--- config.mk ---
export PLATFORM = sky130hd
export DESIGN_NAME = voq_bank
export DESIGN_NICKNAME = d
export VERILOG_FILES = /design/src/rtl/mem_pkg.sv /design/src/rtl/switch_pkg.sv /design/src/rtl/voq_fifo.sv /design/src/rtl/voq_bank.sv
export SDC_FILE = /design/constraint.sdc
export NUM_CORES = 1
export LEC_CHECK = 0
export BUFFER_PORTS_ARGS = -buffer_cell sky130_fd_sc_hd__buf_2
export CORE_AREA = 4 4 229 231
export DETAILED_ROUTE_END_ITERATION = 16
export DIE_AREA = 0 0 233 235
export GPL_TIMING_DRIVEN = 0
export PLACE_DENSITY_LB_ADDON = 0.1
export SLEW_MARGIN = 20
export SYNTH_ARGS = -nofsm -noshare
export SYNTH_HDL_FRONTEND = slang
export SYNTH_SLANG_ARGS = --single-unit
--- constraint.sdc ---
create_clock -name clk -period 3.65 [get_ports clk]
set_input_delay 0.73 -clock clk [delete_from_list [all_inputs] [get_ports clk]]
set_output_delay 0.73 -clock clk [all_outputs]
set_load 0.01 [all_outputs]
--- src/rtl/mem_pkg.sv ---
// Frame buffer addressing: width and type of a frame start pointer.
package mem_pkg;

    localparam int ADDR_W = 16;

    typedef logic [ADDR_W-1:0] addr_t;

endpackage

--- src/rtl/switch_pkg.sv ---
// Switch-wide sizing shared by the egress path: port count, queue depth and
// the occupancy counter width derived from it.
package switch_pkg;

    localparam int NUM_PORTS = 4;
    localparam int VOQ_DEPTH = 8;
    localparam int CNT_W     = $clog2(VOQ_DEPTH + 1);

    typedef logic [$clog2(NUM_PORTS)-1:0] port_idx_t;

endpackage

--- src/rtl/voq_fifo.sv ---
// One first-word-fall-through pointer FIFO for a single egress port, with
// occupancy count, full flag and a one-cycle drop pulse for rejected enqueues.
module voq_fifo
    import mem_pkg::*;
#(
    parameter int DEPTH = 8,
    parameter int CNT_W = $clog2(DEPTH + 1)
) (
    input  logic             clk,
    input  logic             rst_n,
    input  logic             push_req_i,
    input  addr_t            push_ptr_i,
    input  logic             pop_ready_i,
    output logic             valid_o,
    output addr_t            head_o,
    output logic             full_o,
    output logic [CNT_W-1:0] count_o,
    output logic             drop_o
);

    localparam int PTR_W = $clog2(DEPTH);

    addr_t            mem_q [DEPTH];
    logic [PTR_W-1:0] rd_q, rd_d;
    logic [PTR_W-1:0] wr_q, wr_d;
    logic [CNT_W-1:0] cnt_q, cnt_d;
    logic             drop_q, drop_d;
    logic             full, valid, push, pop;

    // A pop frees a slot in the same cycle, so a full queue can still accept a push.
    always_comb begin
        full   = (cnt_q == CNT_W'(DEPTH));
        valid  = (cnt_q != '0);
        pop    = valid & pop_ready_i;
        push   = push_req_i & (~full | pop);
        drop_d = push_req_i & full & ~pop;
        rd_d   = pop  ? rd_q + PTR_W'(1) : rd_q;
        wr_d   = push ? wr_q + PTR_W'(1) : wr_q;
        unique case ({push, pop})
            2'b10:   cnt_d = cnt_q + CNT_W'(1);
            2'b01:   cnt_d = cnt_q - CNT_W'(1);
            default: cnt_d = cnt_q;
        endcase
    end

    always_ff @(posedge clk or negedge rst_n) begin
        if (!rst_n) begin
            for (int i = 0; i < DEPTH; i++) mem_q[i] <= '0;
            rd_q   <= '0;
            wr_q   <= '0;
            cnt_q  <= '0;
            drop_q <= 1'b0;
        end else begin
            if (push) mem_q[wr_q] <= push_ptr_i;
            rd_q   <= rd_d;
            wr_q   <= wr_d;
            cnt_q  <= cnt_d;
            drop_q <= drop_d;
        end
    end

    // Outputs come straight from state; the head is stale (don't-care) when empty.
    assign valid_o = valid;
    assign head_o  = mem_q[rd_q];
    assign full_o  = full;
    assign count_o = cnt_q;
    assign drop_o  = drop_q;

endmodule

--- src/rtl/voq_bank.sv ---
// Bank of independent per-egress-port pointer queues fed by the crossbar.
// Optional per-queue saturating drop counters are enabled with VOQ_STATS_EN.
module voq_bank
    import mem_pkg::*;
#(
    parameter int NUM_PORTS = switch_pkg::NUM_PORTS,
    parameter int VOQ_DEPTH = switch_pkg::VOQ_DEPTH,
    parameter int CNT_W     = $clog2(VOQ_DEPTH + 1)
) (
    input  logic                              clk,
    input  logic                              rst_n,
    input  logic [NUM_PORTS-1:0]              voq_write_reqs_i,
    input  logic [NUM_PORTS-1:0][ADDR_W-1:0]  voq_start_ptrs_i,
    output logic [NUM_PORTS-1:0]              deq_valid_o,
    output logic [NUM_PORTS-1:0][ADDR_W-1:0]  deq_ptr_o,
    input  logic [NUM_PORTS-1:0]              deq_ready_i,
    output logic [NUM_PORTS-1:0]              voq_full_o,
    output logic [NUM_PORTS-1:0][CNT_W-1:0]   voq_count_o,
    output logic [NUM_PORTS-1:0]              drop_o
`ifdef VOQ_STATS_EN
    ,
    output logic [NUM_PORTS-1:0][15:0]        drop_cnt_o
`endif
);

    for (genvar p = 0; p < NUM_PORTS; p++) begin : g_queue
        voq_fifo #(
            .DEPTH (VOQ_DEPTH),
            .CNT_W (CNT_W)
        ) u_fifo (
            .clk         (clk),
            .rst_n       (rst_n),
            .push_req_i  (voq_write_reqs_i[p]),
            .push_ptr_i  (voq_start_ptrs_i[p]),
            .pop_ready_i (deq_ready_i[p]),
            .valid_o     (deq_valid_o[p]),
            .head_o      (deq_ptr_o[p]),
            .full_o      (voq_full_o[p]),
            .count_o     (voq_count_o[p]),
            .drop_o      (drop_o[p])
        );
    end

`ifdef VOQ_STATS_EN
    logic [NUM_PORTS-1:0][15:0] drop_cnt_q, drop_cnt_d;

    // Counts the registered drop pulses, so each counter trails its pulse by one cycle.
    always_comb begin
        drop_cnt_d = drop_cnt_q;
        for (int p = 0; p < NUM_PORTS; p++) begin
            if (drop_o[p] && (drop_cnt_q[p] != 16'hFFFF))
                drop_cnt_d[p] = drop_cnt_q[p] + 16'd1;
        end
    end

    always_ff @(posedge clk or negedge rst_n) begin
        if (!rst_n) drop_cnt_q <= '0;
        else        drop_cnt_q <= drop_cnt_d;
    end

    assign drop_cnt_o = drop_cnt_q;
`endif

endmodule

==> out/results.tsv <==
stage	metric	value	unit
placement	port_buffers	164	
cts	cts_buffers	60	
cells_and_area	final_util	59.7	%
pwr	intPower	0.0204	W
cts	cts.sinks	556	
floorplan	io_pins	166	
pwr	power.share.clock	20.9	%
cts	cts.clk_slew.worst_paths	0.06	ns
grt	grt_max_degree	101	
flow_run	maxCapViolCount	0	
pwr	power.share.switching	30.8	%
pwr	seq_power_share	36.7	%
detailed_routing	drtIter0Drc	649	
cells_and_area	area_growth	15.1	%
sta	max-slew-margin-rel	41.6	%
sta	maxSlewViolCount	0	
worst_hold_path	hp-class	in -> reg	
placement	place_congestion	0.772	
grt	overflow	0	
cells_and_area	num-fill-cells	3927	
pwr	leakagePower	13.2	nW
synthesis	synth.distinct_cells	65	
sta	fmax	0.284	GHz
worst_setup_path	worstSetupStartpointType	flop	
floorplan	fp.dieW	233	µm
cells_and_area	drive_gt1_share	58.4	%
synthesis	synth_top_area_cell	dfrtp_1	
cells_and_area	nNetsFinal	1898	
pwr	power	0.0295	W
synthesis	syn_area	25900	µm²
worst_setup_path	worstPathMaxFanout	10	
sta	setup_violations	0	
synthesis	yosysSeqAreaShare	53.6	%
detailed_routing	wl	54300	µm
synthesis	yosys-top-cells-area	dfrtp_1 (54%), mux2_2 (23%), mux4_2 (11%), mux2_4 (3.5%), ha_1 (0.87%)	
worst_setup_path	required	2.92	ns
synthesis	ys_seq_elements	556	
sta	tightestPinTransition	0.877	ns
status	status	finished clean	
cts	cts_tree	built	
pwr	power_density	987	nW/µm²
cts	clkLatencyLatePin	0.60	ns
sta	period_minus_slack	3.53	ns
worst_setup_path	worst-endpoint-arrival	2.80	ns
synthesis	async_flop_share	100	%
detailed_routing	via_per_inst	5.59	
worst_setup_path	worstSetupPathType	reg -> out	
detailed_routing	postRouteAntennaNets	0	
cts	clock_path_buffers	3	
grt	grt_use_total	20.3	%
sta	hold_violations	0	
cells_and_area	multi_input_area	11300	µm²
detailed_routing	drt_first_pass_iters	4	
pwr	vdd_drop_max	0.541	mV
synthesis	syn_nets	1665	
cts	htreeDepth	2	
detailed_routing	wl_per_cell	21.5	µm
pwr	p_sw	0.00909	W
synthesis	synth_most_common_cell	dfrtp_1	
synthesis	postSynthCellCount	1571	
grt	grt_pass1_vias	15400	
cts	cts_setup_buffers	0	
pwr	combPwrFrac	42.3	%
floorplan	rows	82	
floorplan	core	50100	µm²
sta	whs	0.416	ns
synthesis	synth_edf_count	0	
synthesis	synthTopCellsByCount	dfrtp_1 (556), mux2_2 (528), mux4_2 (128), mux2_4 (60), clkbuf_1 (29)	
cells_and_area	fin_cells	2526	
grt	antenna_found_initial	6	
sta	finalCritPeriodShare	96.6	%
synthesis	synth_top_area_share	53.6	%
cells_and_area	ff_latch_area	13900	µm²
synthesis	synth_top_flop_cell	dfrtp_1	
synthesis	yosys_warnings	0	
floorplan	start_util	51.8	%
grt	grt_pass1_wl	88200	µm
worst_setup_path	crit_path_end_kind	primary output	
detailed_routing	drc	0	
floorplan	chipHeight	235	µm
cts	clock-root-buffer	clkbuf_16	
sta	finClkSkew	0.0155	ns
detailed_routing	vias	14100	
floorplan	die_area	54800	µm²
synthesis	synth_area_per_cell	16.5	µm²
placement	place_hpwl	35400	µm
sta	fin_setup_tns	0	ns
placement	dp.cells	2413	
==> cell usage in the layout, fill, tap and decap left out, types with 17 or more instances in the layout <==
cell	instances
xnor2_1	23
dfrtp_1	556
buf_4	24
mux2_2	528
buf_2	180
nand2_1	17
mux4_2	128
ha_1	18
mux2_4	60
clkbuf_8	20
clkbuf_1	38
clkbuf_16	61
==> worst paths after layout <==
kind / cells after the start / slack, ns / to / start
max in group asynchronous: 5 / 1.48 / g_queue[0].u_fifo.mem_q[0] / rst_n
max reg2reg: 7 / 0.68 / g_queue[0].u_fifo.count_o[3] / g_queue[0].u_fifo.count_o[1]
min reg2reg: 1 / 0.50 / g_queue[3].u_fifo.mem_q[95] / g_queue[3].u_fifo.mem_q[95]
min: 3 / 0.42 / g_queue[3].u_fifo.drop_o / voq_write_reqs_i[3]
min in group asynchronous: 2 / 0.59 / g_queue[2].u_fifo.count_o[2] / rst_n
max: 5 / 0.12 / deq_ptr_o[12] / g_queue[0].u_fifo.rd_q[1]
==> state kept, by name (all words and copies together), names as in the netlist <==
register,flops
g_queue.u_fifo.wr_q,12
g_queue.u_fifo.count_o,16
g_queue.u_fifo.rd_q,12
g_queue.u_fifo.mem_q,512
g_queue.u_fifo.drop_o,4
==> cell families (layout without fill, tap and decap cells) <==
family / after synthesis / count (layout) / synth area share, %
compound gates: 20 / 20 / 0.526
xor+xnor: 31 / 31 / 1.05
fa+ha+maj: 20 / 20 / 1.02
buf+inv: 115 / 394 / 2.78
flops: 556 / 556 / 53.6
mux: 720 / 720 / 37.7
other cells: 0 / 4 / 0
simple gates: 109 / 109 / 3.33
==> metrics by stage <==
stage                     setup slack, ns  instance area, µm²
final                               0.125               29900
after global routing             -0.00669               29900
after CTS                         -0.0195               29800
after detailed placement            0.630               27800
after global placement              -9.44               27600
after floorplan                      1.03               25900
==> power by group through the flow <==
stage	registers [W]	logic (W)	clock network [W]
5_1_grt	0.0112	0.0135	0.00658
6_report	0.0108	0.0125	0.00618
3_5_place_dp	0.0109	0.0126	0
4_1_cts	0.0108	0.0127	0.00635
2_1_floorplan	0.0104	0.00946	0
3_3_place_gp	0.0108	0.0123	0
==> cell type report <==
cell class	count	area share, %
flip-flops and latches	556	46.6
multi-input cells	900	37.9
clock buffers	92	6.10
repair buffers	171	3.37
well taps	672	2.82
plain buffers	104	2.38
clock inverters	16	0.695
inverters	11	0.138
diodes	4	0.0335
==> routing by layer <==
| layer | vias up | GRT usage (%) | share of wire (%) |
|---|---|---|---|
| met5 | - | 0 | 0.039 |
| met4 | 4 | 5.13 | 1.8 |
| met3 | 72 | 3.52 | 3.7 |
| met2 | 180 | 33.4 | 50 |
| met1 | 7511 | 28.3 | 45 |
| li1 | 6356 | - | - |
==> critical path, cell delays in order (launching register included) <==
cell and delay, ns:
dfrtp_1 0.34, clkbuf_1 0.30, clkbuf_1 0.68, mux4_2 0.42
mux2_2 0.31, buf_2 0.15
==> what timing repair did <==
item	in CTS	in global routing
pin swaps	0	0
hold buffers	1	0
gates resized for setup	4	12
hold endpoints to repair	26	0
setup endpoints to repair	9	49
Power figures use the tool's default switching activity.
